===== src/rtl/ram2_ctrl.sv =====
// RAM2 SRAM initiator: arbitrates IF fetch and MEM data accesses,
// sequences EN/OE/WE strobes and returns results to the pipeline.
module ram2_ctrl #(
   parameter int unsigned RD_CYCLES = 2,
   parameter int unsigned WR_CYCLES = 2,
   parameter logic [1:0]  ADDR_HI   = 2'b00
) (
   input  logic        clk,
   input  logic        rst,
   input  logic        if_req,
   input  logic [15:0] if_addr,
   output logic [15:0] inst_o,
   output logic        inst_valid,
   input  logic        mem_re,
   input  logic        mem_we,
   input  logic [15:0] mem_addr_i,
   input  logic [15:0] mem_data_i,
   output logic [15:0] mem_data_o,
   output logic        mem_done,
   output logic        stall_req,
   output logic [17:0] ram2_addr,
   output logic [15:0] ram2_data_o,
   input  logic [15:0] ram2_data_i,
   output logic        ram2_data_oe,
   output logic        ram2_en_n,
   output logic        ram2_oe_n,
   output logic        ram2_we_n
);

   localparam int CW = 8;
   localparam logic [CW-1:0] RD_LOAD = CW'(RD_CYCLES - 1);
   localparam logic [CW-1:0] WR_LOAD = CW'(WR_CYCLES - 1);
   localparam logic [15:0]   NOP     = 16'h0800;

   typedef enum logic [2:0] {
      IDLE,
      RD,
      WR_SETUP,
      WR_PULSE,
      WR_HOLD,
      DONE
   } state_t;

   state_t        state_q, state_d;
   logic [CW-1:0] cnt_q, cnt_d;
   logic          fetch_q, fetch_d;
   logic [17:0]   addr_q, addr_d;
   logic [15:0]   wdata_q, wdata_d;
   logic          doe_q, doe_d;
   logic          en_n_q, en_n_d;
   logic          oe_n_q, oe_n_d;
   logic          we_n_q, we_n_d;
   logic [15:0]   inst_q, inst_d;
   logic          ivld_q, ivld_d;
   logic [15:0]   rdata_q, rdata_d;
   logic          done_q, done_d;

   always_comb begin
      state_d = state_q;
      cnt_d   = cnt_q;
      fetch_d = fetch_q;
      addr_d  = addr_q;
      wdata_d = wdata_q;
      doe_d   = doe_q;
      en_n_d  = en_n_q;
      oe_n_d  = oe_n_q;
      we_n_d  = we_n_q;
      inst_d  = inst_q;
      ivld_d  = 1'b0;
      rdata_d = rdata_q;
      done_d  = 1'b0;
      unique case (state_q)
         IDLE: begin
            // write wins over a simultaneous read; fetch goes last
            if (mem_we) begin
               fetch_d = 1'b0;
               addr_d  = {ADDR_HI, mem_addr_i};
               wdata_d = mem_data_i;
               doe_d   = 1'b1;
               en_n_d  = 1'b0;
               we_n_d  = 1'b1;
               state_d = WR_SETUP;
            end else if (mem_re || if_req) begin
               fetch_d = ~mem_re;
               addr_d  = mem_re ? {ADDR_HI, mem_addr_i}
                                : {ADDR_HI, if_addr};
               en_n_d  = 1'b0;
               oe_n_d  = 1'b0;
               cnt_d   = RD_LOAD;
               state_d = RD;
            end
         end
         RD: begin
            if (cnt_q == '0) begin
               if (fetch_q) inst_d = ram2_data_i;
               else         rdata_d = ram2_data_i;
               ivld_d  = fetch_q;
               done_d  = ~fetch_q;
               en_n_d  = 1'b1;
               oe_n_d  = 1'b1;
               state_d = DONE;
            end else begin
               cnt_d = cnt_q - 1'b1;
            end
         end
         WR_SETUP: begin
            we_n_d  = 1'b0;
            cnt_d   = WR_LOAD;
            state_d = WR_PULSE;
         end
         WR_PULSE: begin
            if (cnt_q == '0) begin
               we_n_d  = 1'b1;
               state_d = WR_HOLD;
            end else begin
               cnt_d = cnt_q - 1'b1;
            end
         end
         WR_HOLD: begin
            doe_d   = 1'b0;
            en_n_d  = 1'b1;
            done_d  = 1'b1;
            state_d = DONE;
         end
         DONE:    state_d = IDLE;
         default: state_d = IDLE;
      endcase
   end

   always_ff @(posedge clk) begin
      if (!rst) begin
         state_q <= IDLE;
         cnt_q   <= '0;
         fetch_q <= 1'b0;
         addr_q  <= '0;
         wdata_q <= '0;
         doe_q   <= 1'b0;
         en_n_q  <= 1'b1;
         oe_n_q  <= 1'b1;
         we_n_q  <= 1'b1;
         inst_q  <= NOP;
         ivld_q  <= 1'b0;
         rdata_q <= '0;
         done_q  <= 1'b0;
      end else begin
         state_q <= state_d;
         cnt_q   <= cnt_d;
         fetch_q <= fetch_d;
         addr_q  <= addr_d;
         wdata_q <= wdata_d;
         doe_q   <= doe_d;
         en_n_q  <= en_n_d;
         oe_n_q  <= oe_n_d;
         we_n_q  <= we_n_d;
         inst_q  <= inst_d;
         ivld_q  <= ivld_d;
         rdata_q <= rdata_d;
         done_q  <= done_d;
      end
   end

   assign ram2_addr    = addr_q;
   assign ram2_data_o  = wdata_q;
   assign ram2_data_oe = doe_q;
   assign ram2_en_n    = en_n_q;
   assign ram2_oe_n    = oe_n_q;
   assign ram2_we_n    = we_n_q;
   assign inst_o       = inst_q;
   assign inst_valid   = ivld_q;
   assign mem_data_o   = rdata_q;
   assign mem_done     = done_q;

   assign stall_req = ((mem_re | mem_we) & ~done_q)
                    | (if_req & ~ivld_q);

endmodule

===== config.mk =====
export PLATFORM = sky130hd
export DESIGN_NAME = ram2_ctrl
export DESIGN_NICKNAME = d
export VERILOG_FILES = /design/src/rtl/ram2_ctrl.sv
export SDC_FILE = /design/constraint.sdc
export NUM_CORES = 1
export LEC_CHECK = 0
export CAP_MARGIN = 10
export CORE_ASPECT_RATIO = 1.2
export CORE_MARGIN = 2
export CORE_UTILIZATION = 55
export CTS_CLUSTER_DIAMETER = 200
export DETAILED_ROUTE_END_ITERATION = 16
export DONT_BUFFER_PORTS = 1
export PLACE_DENSITY = 0.81
export SLEW_MARGIN = 10
export SYNTH_ARGS = -nofsm -noshare
export SYNTH_HDL_FRONTEND = slang
export SYNTH_SLANG_ARGS = --single-unit

===== constraint.sdc =====
create_clock -name clk -period 1.57 [get_ports clk]
set_input_delay 0.314 -clock clk [delete_from_list [all_inputs] [get_ports clk]]
set_output_delay 0.314 -clock clk [all_outputs]
set_load 0.03 [all_outputs]

==> results of run 1 <==
area by class of cell:
cell class | count | share of cell area
clock inverters | 5 | 0.0200
well taps | 82 | 0.0256
inverters | 6 | 0.00563
multi-input cells | 296 | 0.436
repair buffers | 32 | 0.0681
flip-flops and latches | 82 | 0.412
clock buffers | 10 | 0.0319
how the worst max path moves through the flow:
stage	startpoint	endpoint	slack, ns	cells after the start
2_1_floorplan	cnt_q[1]$_SDFFE_PN0P_	cnt_q[6]$_SDFFE_PN0P_	-0.11	7
3_3_place_gp	cnt_q[0]$_SDFFE_PN0P_	cnt_q[4]$_SDFFE_PN0P_	-0.08	6
3_5_place_dp	cnt_q[0]$_SDFFE_PN0P_	cnt_q[4]$_SDFFE_PN0P_	-0.13	6
4_1_cts	cnt_q[5]$_SDFFE_PN0P_	cnt_q[7]$_SDFFE_PN0P_	-0.04	4
5_1_grt	cnt_q[3]$_SDFFE_PN0P_	ram2_we_n$_SDFFE_PN1P_	-0.13	4
6_report	cnt_q[3]$_SDFFE_PN0P_	cnt_q[7]$_SDFFE_PN0P_	-0.05	4
repair_timing:
item | in CTS | in global routing
endpoints found under the hold margin | 0 | 0
pin swaps | 10 | 4
gates resized for setup | 12 | 12
buffers inserted | 1 | 2
setup endpoints to repair | 30 | 41
stage by stage:
stage	cell area [um^2]	util	hold WS [ns]	setup WS (ns)	TNS, ns
finish	4000	0.657	0.0536	-0.0498	-0.0957
global placement	3700	0.608	0.397	-0.0768	-0.250
detailed placement	3700	0.608	0.409	-0.130	-0.642
global route	4000	0.657	0.0517	-0.125	-2.04
floorplan	3520	-	0.444	-0.114	-0.202
CTS	3940	0.648	0.0401	-0.0369	-0.221
critical path: stages, from the launching register on:
cell	delay, ns
dfxtp_2	0.34
or4_4	0.54
or3_4	0.36
nor3_4	0.12
mux2i_1	0.19
cells in the final DEF, fill, tap and decap left out, types with 3 or more instances in the layout:
master,synthesis,final
dfxtp_2,0,7
a21boi_0,16,16
a21oi_1,7,7
mux2i_1,5,5
nand2_1,91,90
clkbuf_8,0,9
nor3b_1,3,3
nor2_1,8,8
nor3_1,3,3
buf_4,3,28
inv_1,6,4
or4_1,4,4
o211a_1,17,17
nand3_1,48,48
o21ai_0,47,44
nand2b_1,6,6
dfxtp_1,82,75
o31ai_1,3,3
o21ai_1,4,7
per-layer routing:
metal | vias to the layer above | part of all wire | global-route usage
li1 | 1469 | - | -
met1 | 1319 | 0.40 | 0.255
met2 | 116 | 0.51 | 0.387
met3 | 12 | 0.080 | 0.0765
met4 | 0 | 0.018 | 0.106
met5 | - | 0 | 0
where the power goes:
group	switching, mW	total (mW)	internal (mW)
logic	1.25	2.55	1.30
clock network	0.715	1.60	0.884
registers	0.971	3.51	2.53
total	2.93	7.66	4.72
registers in the layout (all words and copies together), names as in the netlist:
register,count
cnt_q,8
fetch_q,1
inst_o,16
inst_valid,1
mem_data_o,16
mem_done,1
ram2_addr,16
ram2_data_o,16
ram2_data_oe,1
ram2_en_n,1
ram2_oe_n,1
ram2_we_n,1
state_q,3
logic make-up (layout without fill, tap and decap cells):
group                    Yosys count  count (layout)  share of synthesized area
adder cells (fa/ha/maj)            2               2                    0.00714
buffers and inverters             42              53                     0.0557
other                              1               2                    0.00107
flip-flops                        82              82                      0.468
AND/OR/NAND/NOR                  182             182                      0.258
multiplexers                       5               5                     0.0143
AO/OA/AOI/OAI                    105             105                      0.196
==> summary.md, run 1 <==
| Metric | Value |
|---|---|
| DRT iter0 DRCs | 156 |
| Max_cap viols | 0 |
| Gr usage total | 0.228 |
| TritonCTS clock tree | built |
| Final worst slack | -0.0498 ns |
| Hold Crit Start | rst |
| IO Pins | roughly 140 |
| Largest net degree at the start of global routing | roughly 110 |
| Peak Freq | 617 MHz |
| Drt drc | 0 |
| Multi-input gate area | 1750 um^2 |
| Rows | 31 |
| Net total in the final layout | 498 |
| Final Power | 7.66 mW |
| Antenna violations before repair | 0 |
| Final antenna-violating net count | 0 |
| Sink Count | 82 |
| Synth Register Bits | 82 |
| Fin. Hold Viols | 0 |
| Critical path data arrival time | ~1.9 ns |
| DP Cell Count | 495 |
| Mapped Cells | ~420 |
| Leakage | 1.64 nW |
| Failing checks | negative setup slack |
| Final Non-Filler Cells | 513 |
| Yosys cell types | 46 |
| Worst r2r src | cnt_q[3]$_SDFFE_PN0P_ |
| Mapped Area | 3510 um^2 |
| Core Region | 6090 um^2 |
| Global-route wire length before repair | 12800 um |
| Post-synthesis cell type with the largest combined area | dfxtp_1 |
| Worst-skew pair later-pin latency | approximately 0.35 ns |
| Crit end category | flip-flop |
| Clk root buf | clkbuf_8 |
| Top post-synthesis cells by area | dfxtp_1 47%, nand2_1 9.7%, nand3_1 6.9%, o21ai_0 6.7%, o211a_1 4.9% |
| First drt pass iteration count | 4 |
| Vias in the first global route | 2798 |
| R2r worst-path depth | 4 |
| Initial Util | 0.576 |
| Count leader, synth | nand2_1 |
| Chip width | a little under 80 um |
| Final Setup Violations | 6 |
| Hold Path Depth | 1 |
| Port bufs | 0 |
| Status | finished, violations left |
| Grt total ovfl | 0 |
| Clk slew on worst S/H paths | 0.08 ns |
| Fillers | 494 |
| Mean Syn Cell Area | 8.37 um^2 |
| Critical path startpoint category | flip-flop |
| VDD IR max | 1.12 mV |
| Routed WL | 7950 um |
| Top_reg_cell synth | dfxtp_1 |
| PwrDens | 1910 nW/um^2 |
| Period utilisation layout | 1.03 |
| Clk_skew | 0.0111 ns |
| Seq. cell area | 1650 um^2 |
| Share of the synthesized area in the top cell type | 0.468 |
| Vias | 2916 |
| Die height | 91.5 um |
| Post-DP HPWL | about 5400 um |
| Hold_buf cts | 0 |
| CTS Buf Count | 9 |
| Flop2flop setup slack | -0.05 ns |
| Max Slew Vio Count | 0 |
| Seq/Total Area, Yosys | 0.468 |
| Post-synth EDFFs | 0 |
| Fraction of registers with async set/reset | 0 |
| Worst EP required | around 1.9 ns |
| Reg-to-reg endpoint | cnt_q[7]$_SDFFE_PN0P_ |
| Die area | ~7000 um^2 |
| Max clock buf depth | 2 |
| Worst Hold Class | in2reg |
| Layout cells sized above 1 | 0.169 |
| YS warnings | 0 |
| RePlAce Congestion | 0.816 |
| Vias/cell | about 5.7 |
| Crit path time final | 1.62 ns |
| N_diodes | 0 |
| Hold EP | ram2_we_n$_SDFFE_PN1P_ |
| Crit-path max FO | 4 |
| Layout area overhead | 14.2% |
| Kind of critical path | reg2reg |
| Drt wl/cell | 15.5 um |
| Post-synth top cells | 91 x nand2_1, 82 x dfxtp_1, 48 x nand3_1, 47 x o21ai_0, 20 x clkbuf_1 |
| RSZ-0062 raised after global routing | yes |
| Htree depth | 3 |
No activity file was read; power rests on OpenSTA's default activity.
==> run 2: changes to the inputs <==
--- a/config.mk
+++ b/config.mk
@@ -12,6 +12,7 @@
 export CTS_CLUSTER_DIAMETER = 200
 export DETAILED_ROUTE_END_ITERATION = 16
 export DONT_BUFFER_PORTS = 1
+export GPL_ROUTABILITY_DRIVEN = 0
 export PLACE_DENSITY = 0.81
 export SLEW_MARGIN = 10
 export SYNTH_ARGS = -nofsm -noshare
==> results of run 2 <==
The final DEF is identical to that of run 1; final timing and power are the same.
==> run 3: changes to the inputs <==
--- a/config.mk
+++ b/config.mk
@@ -6,13 +6,15 @@
 export NUM_CORES = 1
 export LEC_CHECK = 0
 export CAP_MARGIN = 10
-export CORE_ASPECT_RATIO = 1.2
+export CORE_ASPECT_RATIO = 1.5
 export CORE_MARGIN = 2
 export CORE_UTILIZATION = 55
 export CTS_CLUSTER_DIAMETER = 200
+export CTS_CLUSTER_SIZE = 25
 export DETAILED_ROUTE_END_ITERATION = 16
 export DONT_BUFFER_PORTS = 1
 export GPL_ROUTABILITY_DRIVEN = 0
+export MAX_ROUTING_LAYER = met4
 export PLACE_DENSITY = 0.81
 export SLEW_MARGIN = 10
 export SYNTH_ARGS = -nofsm -noshare
==> run 3 against run 2 <==
The run still ends with negative setup slack left. First-iteration DRC count is the same. Sequential share of layout area down 3.0 points. Global-route usage rose by 1.4 points. Critical path depth increased by 4. Routed wire length up 11%. Count of clock-buffer cells in the layout up 4. Die area rose by 0.15%. Hold slack got worse by 0.0076 ns. Clock power up 4%.
==> summary.md, run 3 (synthesis results as in run 1) <==
| Metric | Value |
|---|---|
| Status | finished, violations left |
| Failing checks | negative setup slack |
| DRT iter0 DRCs | 156 |
| Clk root buf | clkbuf_8 |
| Hold_buf cts | 0 |
| Core Region | between 6000 and 7000 um^2 |
| Antenna violations before repair | 0 |
| N_diodes | 0 |
| Sink Count | 82 |
| Grt total ovfl | 0 |
| Max incr delay on CP | 0.33 ns |
| Kind of critical path | reg2reg |
| Commonest non-fill, non-tap cell in the layout | nand2_1 |
| Largest net degree at the start of global routing | 111 |
| Worst EP required | around 1.8 ns |
| Die height | 102 um |
| Vias | 3057 |
| Routed WL | slightly below 9000 um |
| Port bufs | 0 |
| Fillers | 477 |
| Critical path startpoint category | flip-flop |
| IO Pins | 142 |
| Leakage | 1.74 nW |
| Max_cap viols | 0 |
| Final worst slack | -0.124 ns |
| Drt wl/cell | 17.1 um |
| Vias/cell | 5.91 |
| Global-route wire length before repair | 13200 um |
| Period utilisation layout | 1.08 |
| Net total in the final layout | between 500 and 600 |
| Crit-path cells | inv_2 > ha_4 > nor4bb_4 > buf_4 > and4b_4 > clkbuf_16 > nand3_1 > o21ai_0 |
| Htree depth | 3 |
| Crit-path max FO | 16 |
| Clk_skew | 0.00596 ns |
| Chip width | approximately 70 um |
| Layout area overhead | 22.9% |
| Rows | 35 |
| Peak Freq | 590 MHz |
| Die area | 7040 um^2 |
| Layout cells sized above 1 | 0.264 |
| Final antenna-violating net count | 0 |
| Most frequent cells in the layout | 90 x nand2_1, 76 x dfxtp_1, 32 x buf_4, 27 x o21ai_0, 26 x nand3_1 |
| First drt pass iteration count | 4 |
| Worst Hold Class | in2reg |
| Critical Path Slowest Stage Cell | dfxtp_2 |
| Post-DP HPWL | 5640 um |
| VDD IR max | ~1.1 mV |
| Clk slew on worst S/H paths | 0.08 ns |
| Worst-skew pair later-pin latency | roughly 0.35 ns |
| RSZ-0062 raised after global routing | yes |
| Final Power | 8.13 mW |
| Crit end category | flip-flop |
| CTS Buf Count | 9 |
| Drt drc | 0 |
| Max Slew Vio Count | 0 |
| Setup TNS | -1.79 ns |
| TritonCTS clock tree | built |
| Final Setup Violations | 22 |
| Gr usage total | 0.241 |
| Critical path data arrival time | 1.97 ns |
| Initial Util | 0.568 |
| Max clock buf depth | 2 |
| Vias in the first global route | 2909 |
| Fin. Hold Viols | 0 |
| PwrDens | 1890 nW/um^2 |
| Crit path time final | 1.69 ns |
-- run 3: cell count changes in the layout (fill, tap and decap cells not counted), sizes merged --
| cell | before | now |
|---|---|---|
| clkbuf | 10 | 16 |
| clkinv | 1 | 0 |
| buf | 32 | 41 |
| clkinvlp | 2 | 0 |
-- run 3: per-layer routing --
layer	global-route usage	part of all wire
met2	0.428	0.53
met1	0.241	0.38
met4	0.128	0.025
met3	0.0657	0.069
met5	-	0
-- run 3: through the flow --
step	worst slack, ns	util	cells	hold WS [ns]	cell area [um^2]
CTS	-0.0614	0.651	511	0.0369	4020
finish	-0.124	0.698	517	0.0460	4310
floorplan	-0.114	-	420	0.444	3520
global placement	-0.0831	0.605	493	0.395	3730
detailed placement	-0.115	0.605	493	0.396	3730
global route	-0.206	0.698	517	0.0401	4310
-- run 3: layout make-up --
class / count / area [um^2] / share of cell area
Clock buffer: 14 / 153 / 0.0354
Timing Repair Buffer: 43 / 417 / 0.0967
Tap cell: 74 / 92.6 / 0.0215
Sequential cell: 82 / 1650 / 0.383
Inverter: 6 / 22.5 / 0.00522
Multi-Input combinational cell: 296 / 1920 / 0.445
Clock inverter: 2 / 60.1 / 0.0139
-- run 3: repair_timing --
item | CTS | global route
resized for setup | 19 | 68
endpoints found under the setup margin | 42 | 41
setup buffers | 1 | 3
pin swaps | 5 | 21
cloned | 1 | 3
-- run 3: worst paths after layout --
kind,depth (start not counted),start,slack [ns],end
max,8,cnt_q[0]$_SDFFE_PN0P_,-0.12,mem_data_o[8]$_SDFFE_PN0P_
min,1,rst,0.05,ram2_we_n$_SDFFE_PN1P_
max reg2reg,8,cnt_q[0]$_SDFFE_PN0P_,-0.12,mem_data_o[8]$_SDFFE_PN0P_
min reg2reg,2,cnt_q[2]$_SDFFE_PN0P_,0.50,cnt_q[2]$_SDFFE_PN0P_
-- run 3: worst max-delay path: cells and delay by family (launching register included) --
family                   cells  cell delay (ns)
AO/OA/AOI/OAI                1             0.07
adder cells (fa/ha/maj)      1             0.14
flip-flops                   1             0.33
buffers and inverters        3             0.44
AND/OR/NAND/NOR              3             0.64
-- run 3: power breakdown --
| group | leakage [nW] | internal [mW] | switching (mW) |
|---|---|---|---|
| sequential | 0.672 | 2.53 | 0.973 |
| combinational | 0.961 | 1.52 | 1.45 |
| clock | 0.105 | 0.944 | 0.713 |
